**src/rtl/readout_rx_pkg.sv**
```systemverilog
// Shared types for the readout RX integrator slice.
// FSM encoding and accumulator width derivation.
package readout_rx_pkg;

  typedef enum logic [1:0] {
    IDLE,
    ACCUM,
    FINISH
  } state_t;

  function automatic int acc_width(input int dw, input int l2d);
    return dw + l2d;
  endfunction

endpackage

```
**src/rtl/readout_rx_iq_window_integrator_if.sv**
```systemverilog
// Sample, control and framing bundle of the I/Q window integrator.
// The slave modport is the integrator side.
interface readout_rx_iq_window_integrator_if #(
  parameter int DATA_WIDTH     = 16,
  parameter int MEAS_LEN_WIDTH = 16
);
  logic                         meas_len_wr_en;
  logic [MEAS_LEN_WIDTH-1:0]    meas_len_wr_data;
  logic                         meas_start;
  logic                         valid_in;
  logic signed [DATA_WIDTH-1:0] i_in;
  logic signed [DATA_WIDTH-1:0] q_in;
  logic                         valid_out;
  logic signed [DATA_WIDTH-1:0] i_out;
  logic signed [DATA_WIDTH-1:0] q_out;
  logic                         start_count;
  logic                         finish_count;
  logic                         meas_busy;
  logic                         overrun_err;

  modport master (
    output meas_len_wr_en, meas_len_wr_data, meas_start,
    output valid_in, i_in, q_in,
    input  valid_out, i_out, q_out,
    input  start_count, finish_count, meas_busy, overrun_err
  );

  modport slave (
    input  meas_len_wr_en, meas_len_wr_data, meas_start,
    input  valid_in, i_in, q_in,
    output valid_out, i_out, q_out,
    output start_count, finish_count, meas_busy, overrun_err
  );
endinterface

```
**src/rtl/readout_rx_iq_boxcar_acc.sv**
```systemverilog
// Per-channel boxcar accumulator: clear/load, add, and dump the
// floor-averaged block (top bits of the exact sum) to a held output.
module readout_rx_iq_boxcar_acc
  import readout_rx_pkg::*;
#(
  parameter int DATA_WIDTH = 16,
  parameter int LOG2_DECIM = 3
) (
  input  logic                         clk,
  input  logic                         rst,
  input  logic                         clr,
  input  logic                         en,
  input  logic                         dump,
  input  logic signed [DATA_WIDTH-1:0] sample,
  output logic signed [DATA_WIDTH-1:0] avg
);
  localparam int AW = acc_width(DATA_WIDTH, LOG2_DECIM);

  logic signed [AW-1:0] acc;
  logic signed [AW-1:0] base;
  logic signed [AW-1:0] addend;
  logic signed [AW-1:0] sum;

  always_comb begin
    base   = clr ? '0 : acc;
    addend = en ? {{LOG2_DECIM{sample[DATA_WIDTH-1]}}, sample} : '0;
    sum    = base + addend;
  end

  // Dropping the low bits of the exact sum is an arithmetic floor shift.
  always_ff @(posedge clk or posedge rst) begin
    if (rst) begin
      acc <= '0;
      avg <= '0;
    end else begin
      if (clr || en)
        acc <= dump ? '0 : sum;
      if (dump)
        avg <= sum[AW-1:LOG2_DECIM];
    end
  end

endmodule

```
**src/rtl/readout_rx_iq_window_integrator.sv**
```systemverilog
// Integrates blocks of 2^LOG2_DECIM I/Q samples into averaged bins and
// frames each measurement with start_count / finish_count strobes.
module readout_rx_iq_window_integrator
  import readout_rx_pkg::*;
#(
  parameter int DATA_WIDTH     = 16,
  parameter int LOG2_DECIM     = 3,
  parameter int MEAS_LEN_WIDTH = 16
) (
  input logic clk,
  input logic rst,
  readout_rx_iq_window_integrator_if.slave bus
);
  state_t state, state_d;

  logic [LOG2_DECIM-1:0]     sample_cnt, sample_cnt_d;
  logic [MEAS_LEN_WIDTH-1:0] bin_cnt, bin_cnt_d;
  logic [MEAS_LEN_WIDTH-1:0] meas_len;
  logic [MEAS_LEN_WIDTH-1:0] shadow_len, shadow_len_d;
  logic valid_q, valid_d;
  logic start_q, start_d;
  logic fin_q, fin_d;
  logic overrun_q;
  logic acc_clr, acc_en, acc_dump;
  logic last_sample, last_bin;

  assign last_sample = &sample_cnt;
  assign last_bin    = bin_cnt == shadow_len - MEAS_LEN_WIDTH'(1);

  always_comb begin
    state_d      = state;
    sample_cnt_d = sample_cnt;
    bin_cnt_d    = bin_cnt;
    shadow_len_d = shadow_len;
    valid_d      = 1'b0;
    start_d      = 1'b0;
    fin_d        = 1'b0;
    acc_clr      = 1'b0;
    acc_en       = 1'b0;
    acc_dump     = 1'b0;
    unique case (state)
      IDLE: begin
        if (bus.meas_start) begin
          state_d      = ACCUM;
          shadow_len_d = meas_len;
          bin_cnt_d    = '0;
          acc_clr      = 1'b1;
          acc_en       = bus.valid_in;
          sample_cnt_d = bus.valid_in ? LOG2_DECIM'(1) : '0;
        end
      end
      ACCUM: begin
        if (bus.valid_in) begin
          acc_en       = 1'b1;
          sample_cnt_d = sample_cnt + LOG2_DECIM'(1);
          if (last_sample) begin
            acc_dump  = 1'b1;
            valid_d   = 1'b1;
            start_d   = bin_cnt == '0;
            bin_cnt_d = bin_cnt + MEAS_LEN_WIDTH'(1);
            if (last_bin)
              state_d = FINISH;
          end
        end
      end
      FINISH: begin
        fin_d   = 1'b1;
        state_d = IDLE;
      end
      default: state_d = IDLE;
    endcase
  end

  always_ff @(posedge clk or posedge rst) begin
    if (rst) begin
      state      <= IDLE;
      sample_cnt <= '0;
      bin_cnt    <= '0;
      shadow_len <= MEAS_LEN_WIDTH'(1);
      valid_q    <= 1'b0;
      start_q    <= 1'b0;
      fin_q      <= 1'b0;
    end else begin
      state      <= state_d;
      sample_cnt <= sample_cnt_d;
      bin_cnt    <= bin_cnt_d;
      shadow_len <= shadow_len_d;
      valid_q    <= valid_d;
      start_q    <= start_d;
      fin_q      <= fin_d;
    end
  end

  // Zero-length measurements are meaningless; such writes keep the old value.
  always_ff @(posedge clk or posedge rst) begin
    if (rst) begin
      meas_len  <= MEAS_LEN_WIDTH'(1);
      overrun_q <= 1'b0;
    end else begin
      if (bus.meas_len_wr_en && |bus.meas_len_wr_data)
        meas_len <= bus.meas_len_wr_data;
      if (bus.meas_start && state != IDLE)
        overrun_q <= 1'b1;
    end
  end

  assign bus.valid_out    = valid_q;
  assign bus.start_count  = start_q;
  assign bus.finish_count = fin_q;
  assign bus.meas_busy    = state != IDLE;
  assign bus.overrun_err  = overrun_q;

  readout_rx_iq_boxcar_acc #(
    .DATA_WIDTH (DATA_WIDTH),
    .LOG2_DECIM (LOG2_DECIM)
  ) u_acc_i (
    .clk    (clk),
    .rst    (rst),
    .clr    (acc_clr),
    .en     (acc_en),
    .dump   (acc_dump),
    .sample (bus.i_in),
    .avg    (bus.i_out)
  );

  readout_rx_iq_boxcar_acc #(
    .DATA_WIDTH (DATA_WIDTH),
    .LOG2_DECIM (LOG2_DECIM)
  ) u_acc_q (
    .clk    (clk),
    .rst    (rst),
    .clr    (acc_clr),
    .en     (acc_en),
    .dump   (acc_dump),
    .sample (bus.q_in),
    .avg    (bus.q_out)
  );

endmodule

```
**src/flat_wrapper.sv**
```systemverilog
// flat-port wrapper written by rule: the top's interface ports become plain ports
module readout_rx_iq_window_integrator_flat import readout_rx_pkg::*;
#(
  parameter int DATA_WIDTH     = 16,
  parameter int LOG2_DECIM     = 3,
  parameter int MEAS_LEN_WIDTH = 16
)
  (clk, rst, bus_meas_len_wr_en, bus_meas_len_wr_data, bus_meas_start, bus_valid_in, bus_i_in, bus_q_in, bus_valid_out, bus_i_out, bus_q_out, bus_start_count, bus_finish_count, bus_meas_busy, bus_overrun_err);
  readout_rx_iq_window_integrator_if #(.DATA_WIDTH(DATA_WIDTH), .MEAS_LEN_WIDTH(MEAS_LEN_WIDTH)) bus_i ();
  input logic clk;
  input logic rst;
  input wire logic [$bits(bus_i.meas_len_wr_en)-1:0] bus_meas_len_wr_en;
  input wire logic [$bits(bus_i.meas_len_wr_data)-1:0] bus_meas_len_wr_data;
  input wire logic [$bits(bus_i.meas_start)-1:0] bus_meas_start;
  input wire logic [$bits(bus_i.valid_in)-1:0] bus_valid_in;
  input wire logic [$bits(bus_i.i_in)-1:0] bus_i_in;
  input wire logic [$bits(bus_i.q_in)-1:0] bus_q_in;
  output wire logic [$bits(bus_i.valid_out)-1:0] bus_valid_out;
  output wire logic [$bits(bus_i.i_out)-1:0] bus_i_out;
  output wire logic [$bits(bus_i.q_out)-1:0] bus_q_out;
  output wire logic [$bits(bus_i.start_count)-1:0] bus_start_count;
  output wire logic [$bits(bus_i.finish_count)-1:0] bus_finish_count;
  output wire logic [$bits(bus_i.meas_busy)-1:0] bus_meas_busy;
  output wire logic [$bits(bus_i.overrun_err)-1:0] bus_overrun_err;
  assign bus_i.meas_len_wr_en = bus_meas_len_wr_en;
  assign bus_i.meas_len_wr_data = bus_meas_len_wr_data;
  assign bus_i.meas_start = bus_meas_start;
  assign bus_i.valid_in = bus_valid_in;
  assign bus_i.i_in = bus_i_in;
  assign bus_i.q_in = bus_q_in;
  assign bus_valid_out = bus_i.valid_out;
  assign bus_i_out = bus_i.i_out;
  assign bus_q_out = bus_i.q_out;
  assign bus_start_count = bus_i.start_count;
  assign bus_finish_count = bus_i.finish_count;
  assign bus_meas_busy = bus_i.meas_busy;
  assign bus_overrun_err = bus_i.overrun_err;
  readout_rx_iq_window_integrator #(.DATA_WIDTH(DATA_WIDTH), .LOG2_DECIM(LOG2_DECIM), .MEAS_LEN_WIDTH(MEAS_LEN_WIDTH)) u_core (.clk(clk), .rst(rst), .bus(bus_i));
endmodule
```
**config.mk**
```make
export PLATFORM = sky130hd
export DESIGN_NAME = readout_rx_iq_window_integrator_flat
export DESIGN_NICKNAME = d
export VERILOG_FILES = /design/src/rtl/readout_rx_pkg.sv /design/src/rtl/readout_rx_iq_window_integrator_if.sv /design/src/rtl/readout_rx_iq_boxcar_acc.sv /design/src/rtl/readout_rx_iq_window_integrator.sv /design/src/flat_wrapper.sv
export SDC_FILE = /design/constraint.sdc
export NUM_CORES = 1
export LEC_CHECK = 0
export BUFFER_PORTS_ARGS = -buffer_cell sky130_fd_sc_hd__buf_2
export CORE_UTILIZATION = 53
export CTS_BUF_LIST = sky130_fd_sc_hd__clkbuf_16
export DETAILED_ROUTE_END_ITERATION = 8
export HOLD_SLACK_MARGIN = 0.05
export PLACE_DENSITY_LB_ADDON = 0.08
export SYNTH_ARGS = -nofsm -noshare
export SYNTH_HDL_FRONTEND = slang
export SYNTH_SLANG_ARGS = --single-unit
```
**constraint.sdc**
```tcl
create_clock -name clk -period 4.07 [get_ports clk]
set_clock_uncertainty 0.1 [all_clocks]
set_input_delay 0.407 -clock clk [delete_from_list [all_inputs] [get_ports clk]]
set_output_delay 0.407 -clock clk [all_outputs]
set_load 0.01 [all_outputs]
```
==> flow_summary.json <==
{
  "io-pin-count": 90,
  "placement.cell_area_mm2": 0.00825,
  "synth-seq-area-share_pct": 41.7,
  "grt_overflow_total": 0,
  "clock_buffers_created_by_tritoncts": 17,
  "row_count": 43,
  "cp_max_fo": 9,
  "timing.rr.end": "u_core.u_acc_q.avg[15]",
  "first_global_vias": 6337,
  "place.gp.congestion": 0.865,
  "placement.io_buffers": 89,
  "hp-class": "primary input to asynchronous set/reset pin",
  "synthesis.nets": 921,
  "worstReg2RegStart": "u_core.state[1]",
  "initialDrtViolationCount": 386,
  "maxCapViolCount": 0,
  "cp-startpoint": "u_core.state[1]",
  "clk-insertion-delay-late_ns": 0.41,
  "synthArstFlopShare_pct": 100,
  "clk_pin_slew_ns": 0.06,
  "yosys.area.top_type_share_pct": 41.0,
  "power_density_mw_per_mm2": 744,
  "yosys_most_used_dff": "sky130_fd_sc_hd__dfrtp_1",
  "grt_setup_unrepaired": "no",
  "clkSinkCount": 127,
  "cts_tree": "built",
  "switching_power_as_a_share_of_total_power_pct": 40.0,
  "run_status": "finished, final reports clean",
  "synth_largest_area_cell": "sky130_fd_sc_hd__dfrtp_1",
  "power.static_leakage_nw": 4.29,
  "postRouteWirelength_mm": 17.9,
  "critical_path_required_ns": 4.29,
  "arrival_ns": 4.03,
  "place_inst": 1070,
  "die-height_um": 122,
  "crit_path_end": "u_core.u_acc_q.avg[15]",
  "final_cells": 1101,
  "grt_first_pass_wirelength_mm": 30.4,
  "cell_at_the_root_of_the_clock_tree": "sky130_fd_sc_hd__clkbuf_16",
  "final-setup-viol-count": 0,
  "synth.lib_cells_used.distinct": 58,
  "p_int_mw": 3.93,
  "synth_edf_count": 0,
  "drt-pass1-iter-count": 4,
  "timing.reg2reg.setup_slack_ns": 0.26,
  "hold-worst-slack_ns": 0.0314,
  "yosys_warnings": 0,
  "num-nets-final": 1005,
  "crit_path_start_kind": "register",
  "ir_drop_v": 0.000403,
  "flow.area_growth_from_synthesis_pct": 15.6,
  "worst-path-stages": 13,
  "fillers": 1176,
  "place.detailed.hpwl_mm": 12.8,
  "crit_path_top_delay_cell": "sky130_fd_sc_hd__dfrtp_1",
  "post-route-util_pct": 63.2,
  "timing.critical_path.slowest_cell_delay_ns": 0.47,
  "crit_chain": "nor2_1 > nand2_2 > and2_1 > ha_1 > fa_1 > a211oi_1 > nor2_1 > o311a_1 > a31oi_2 > o21ai_1 > and4b_1 > a31o_2 > o31ai_1",
  "final.period_utilization_pct": 93.6,
  "final_antenna_net_count": 0,
  "critical-path-top-delay-family": "compound AO/OA/AOI/OAI gates",
  "clock_tree.buffer_depth": 2,
  "fmaxAchievable_mhz": 263,
  "syn-instance-count": 825,
  "total_drc_errors_in_the_routed_layout": 0,
  "grt_start_max_net_pins": 62,
  "core_mm2": 0.0139,
  "detail_route.wl_per_cell_um": 16.2,
  "p_sw_mw": 2.63,
  "reg2reg_depth": 13,
  "dpl_worst_slack_ns": 0.0604,
  "final-seq-area_mm2": 0.00318,
  "synth.area.top_cells": "sky130_fd_sc_hd__dfrtp_1 41%, sky130_fd_sc_hd__nand2_1 7.0%, sky130_fd_sc_hd__ha_1 6.7%",
  "post_synth.cell_area_avg_um2": 9.24,
  "antenna_found_initial": 0,
  "grt_use_total_pct": 26.1,
  "die_width_um": 122,
  "synthesized_flop_and_latch_total": 127,
  "p_clk_share_pct": 21.4,
  "timing.setup.tns_ns": 0,
  "floorplan.die_area_mm2": 0.0149,
  "synthesis.area_mm2": 0.00762,
  "stdcell_area_mm2": 0.00881,
  "setup.worst_path.class": "register to register",
  "timing.final.hold_violations": 0,
  "p_seq_share_pct": 31.1,
  "viasPerCell": 5.70,
  "power.share.combinational_pct": 47.5,
  "worst_slack_ns": 0.261,
  "initial_utilization_pct": 54.7,
  "multiInputGateArea_mm2": 0.00424,
  "cp.buffers_inverters": 0,
  "drive_above_1_share_pct": 18.5,
  "antennaDiodeCount": 0,
  "timing.max_slew.rel_slack_pct": 27.8,
  "final_max_slew_viol_count": 0,
  "mostFrequentLayoutCell": "sky130_fd_sc_hd__nand2_1",
  "final.min_clock_period_ns": 3.81,
  "critPathCaptureType": "register",
  "via_count": 6274,
  "most_common_cell_type_on_the_critical_path": "sky130_fd_sc_hd__nor2_1",
  "max_slew.worst_pin.slew_ns": 1.08,
  "most-common-layout-cells": "141 x sky130_fd_sc_hd__nand2_1, 125 x sky130_fd_sc_hd__dfrtp_1, 89 x sky130_fd_sc_hd__buf_2",
  "ctsHtreeMaxLevel": 4,
  "power.total_mw": 6.56
}
-- area by class of cell --
class / count / area share (%)
Multi-Input combinational cell: 642 / 48.1
Sequential cell: 127 / 36.1
Timing Repair Buffer: 102 / 6.30
Clock buffer: 17 / 4.83
Tap cell: 180 / 2.56
Clock inverter: 14 / 1.28
Inverter: 19 / 0.838
-- repair_timing --
item,CTS,global route
setup endpoints to repair,0,8
gates resized for setup,0,4
hold endpoints to repair,0,0
hold buffers,0,0
buffers inserted,0,0
-- cell families (layout without fill, tap and decap cells) --
kind of cell | after synthesis | count (layout) | share of synthesized area [%]
buffers and inverters | 56 | 152 | 2.99
adder cells (fa/ha/maj) | 43 | 43 | 7.26
AND/OR/NAND/NOR | 328 | 328 | 21.4
flip-flops | 127 | 127 | 41.7
multiplexers | 30 | 30 | 4.40
XOR/XNOR | 66 | 66 | 7.59
AO/OA/AOI/OAI | 175 | 175 | 14.7
-- worst min-delay path by stage --
stage                             end  slack (ns)  cells after the start
2_1_floorplan   u_core.shadow_len[10]        0.33                      2
3_3_place_gp   u_core.bus.overrun_err        0.34                      1
3_5_place_dp   u_core.bus.overrun_err        0.34                      1
4_1_cts         u_core.u_acc_q.avg[7]        0.07                      2
5_1_grt         u_core.u_acc_q.avg[7]        0.11                      2
6_report        u_core.u_acc_q.avg[7]        0.03                      2
-- power by group through the flow --
stage,Clock [mW],Combinational (mW),Sequential [mW]
after global routing,1.48,3.49,2.09
after CTS,1.43,3.10,2.04
after detailed placement,0,3.07,2.05
after global placement,0,2.97,2.03
final,1.40,3.12,2.04
after floorplan,0,2.30,2.02
-- flip-flops by register name, summed over array words and instances, names as in the netlist --
signal	flops
u_core.bin_cnt	16
u_core.bus.finish_count	1
u_core.bus.overrun_err	1
u_core.bus.start_count	1
u_core.bus.valid_out	1
u_core.meas_len	16
u_core.sample_cnt	3
u_core.shadow_len	16
u_core.state	2
u_core.u_acc_i.acc	19
u_core.u_acc_i.avg	16
u_core.u_acc_q.acc	19
u_core.u_acc_q.avg	16
-- worst register-to-register path, stage by stage, from the launching register on --
cell and delay [ns]:
sky130_fd_sc_hd__dfrtp_1 0.47, sky130_fd_sc_hd__nor2_1 0.24, sky130_fd_sc_hd__nand2_2 0.18, sky130_fd_sc_hd__and2_1 0.21, sky130_fd_sc_hd__ha_1 0.22, sky130_fd_sc_hd__fa_1 0.43
sky130_fd_sc_hd__a211oi_1 0.29, sky130_fd_sc_hd__nor2_1 0.11, sky130_fd_sc_hd__o311a_1 0.38, sky130_fd_sc_hd__a31oi_2 0.26, sky130_fd_sc_hd__o21ai_1 0.16, sky130_fd_sc_hd__and4b_1 0.23
sky130_fd_sc_hd__a31o_2 0.22, sky130_fd_sc_hd__o31ai_1 0.23
-- cells in the mapped netlist (all sizes together) (2+ instances only) --
library cell,n
o2111ai,2
and4b,2
buf,6
fa,2
inv,19
xor2,32
xnor2,34
mux2i,2
mux2,28
dfstp,2
and2,71
dfrtp,125
nor4b,2
a41oi,2
nor3b,2
a22o,22
o31ai,9
o221ai,2
nand2,142
clkbuf,31
a21o,16
nand4,11
a211oi,5
a21oi,39
a311oi,2
nor2,38
nor2b,5
o21ai,53
a211o,2
ha,41
or3,5
and3,4
a31oi,11
nand3,12
or4,3
nand2b,4
or2,3
nor4,10
nor3,11
-- routing by layer --
layer / global-route usage (%) / routed length, um / vias up
met4: 7.10 / 184 / 0
met1: 33.6 / 8090 / 3060
met5: 0 / 0 / -
met3: 5.95 / 839 / 16
li1: - / - / 3043
met2: 43.9 / 8740 / 155
Power figures use the tool's default switching activity.
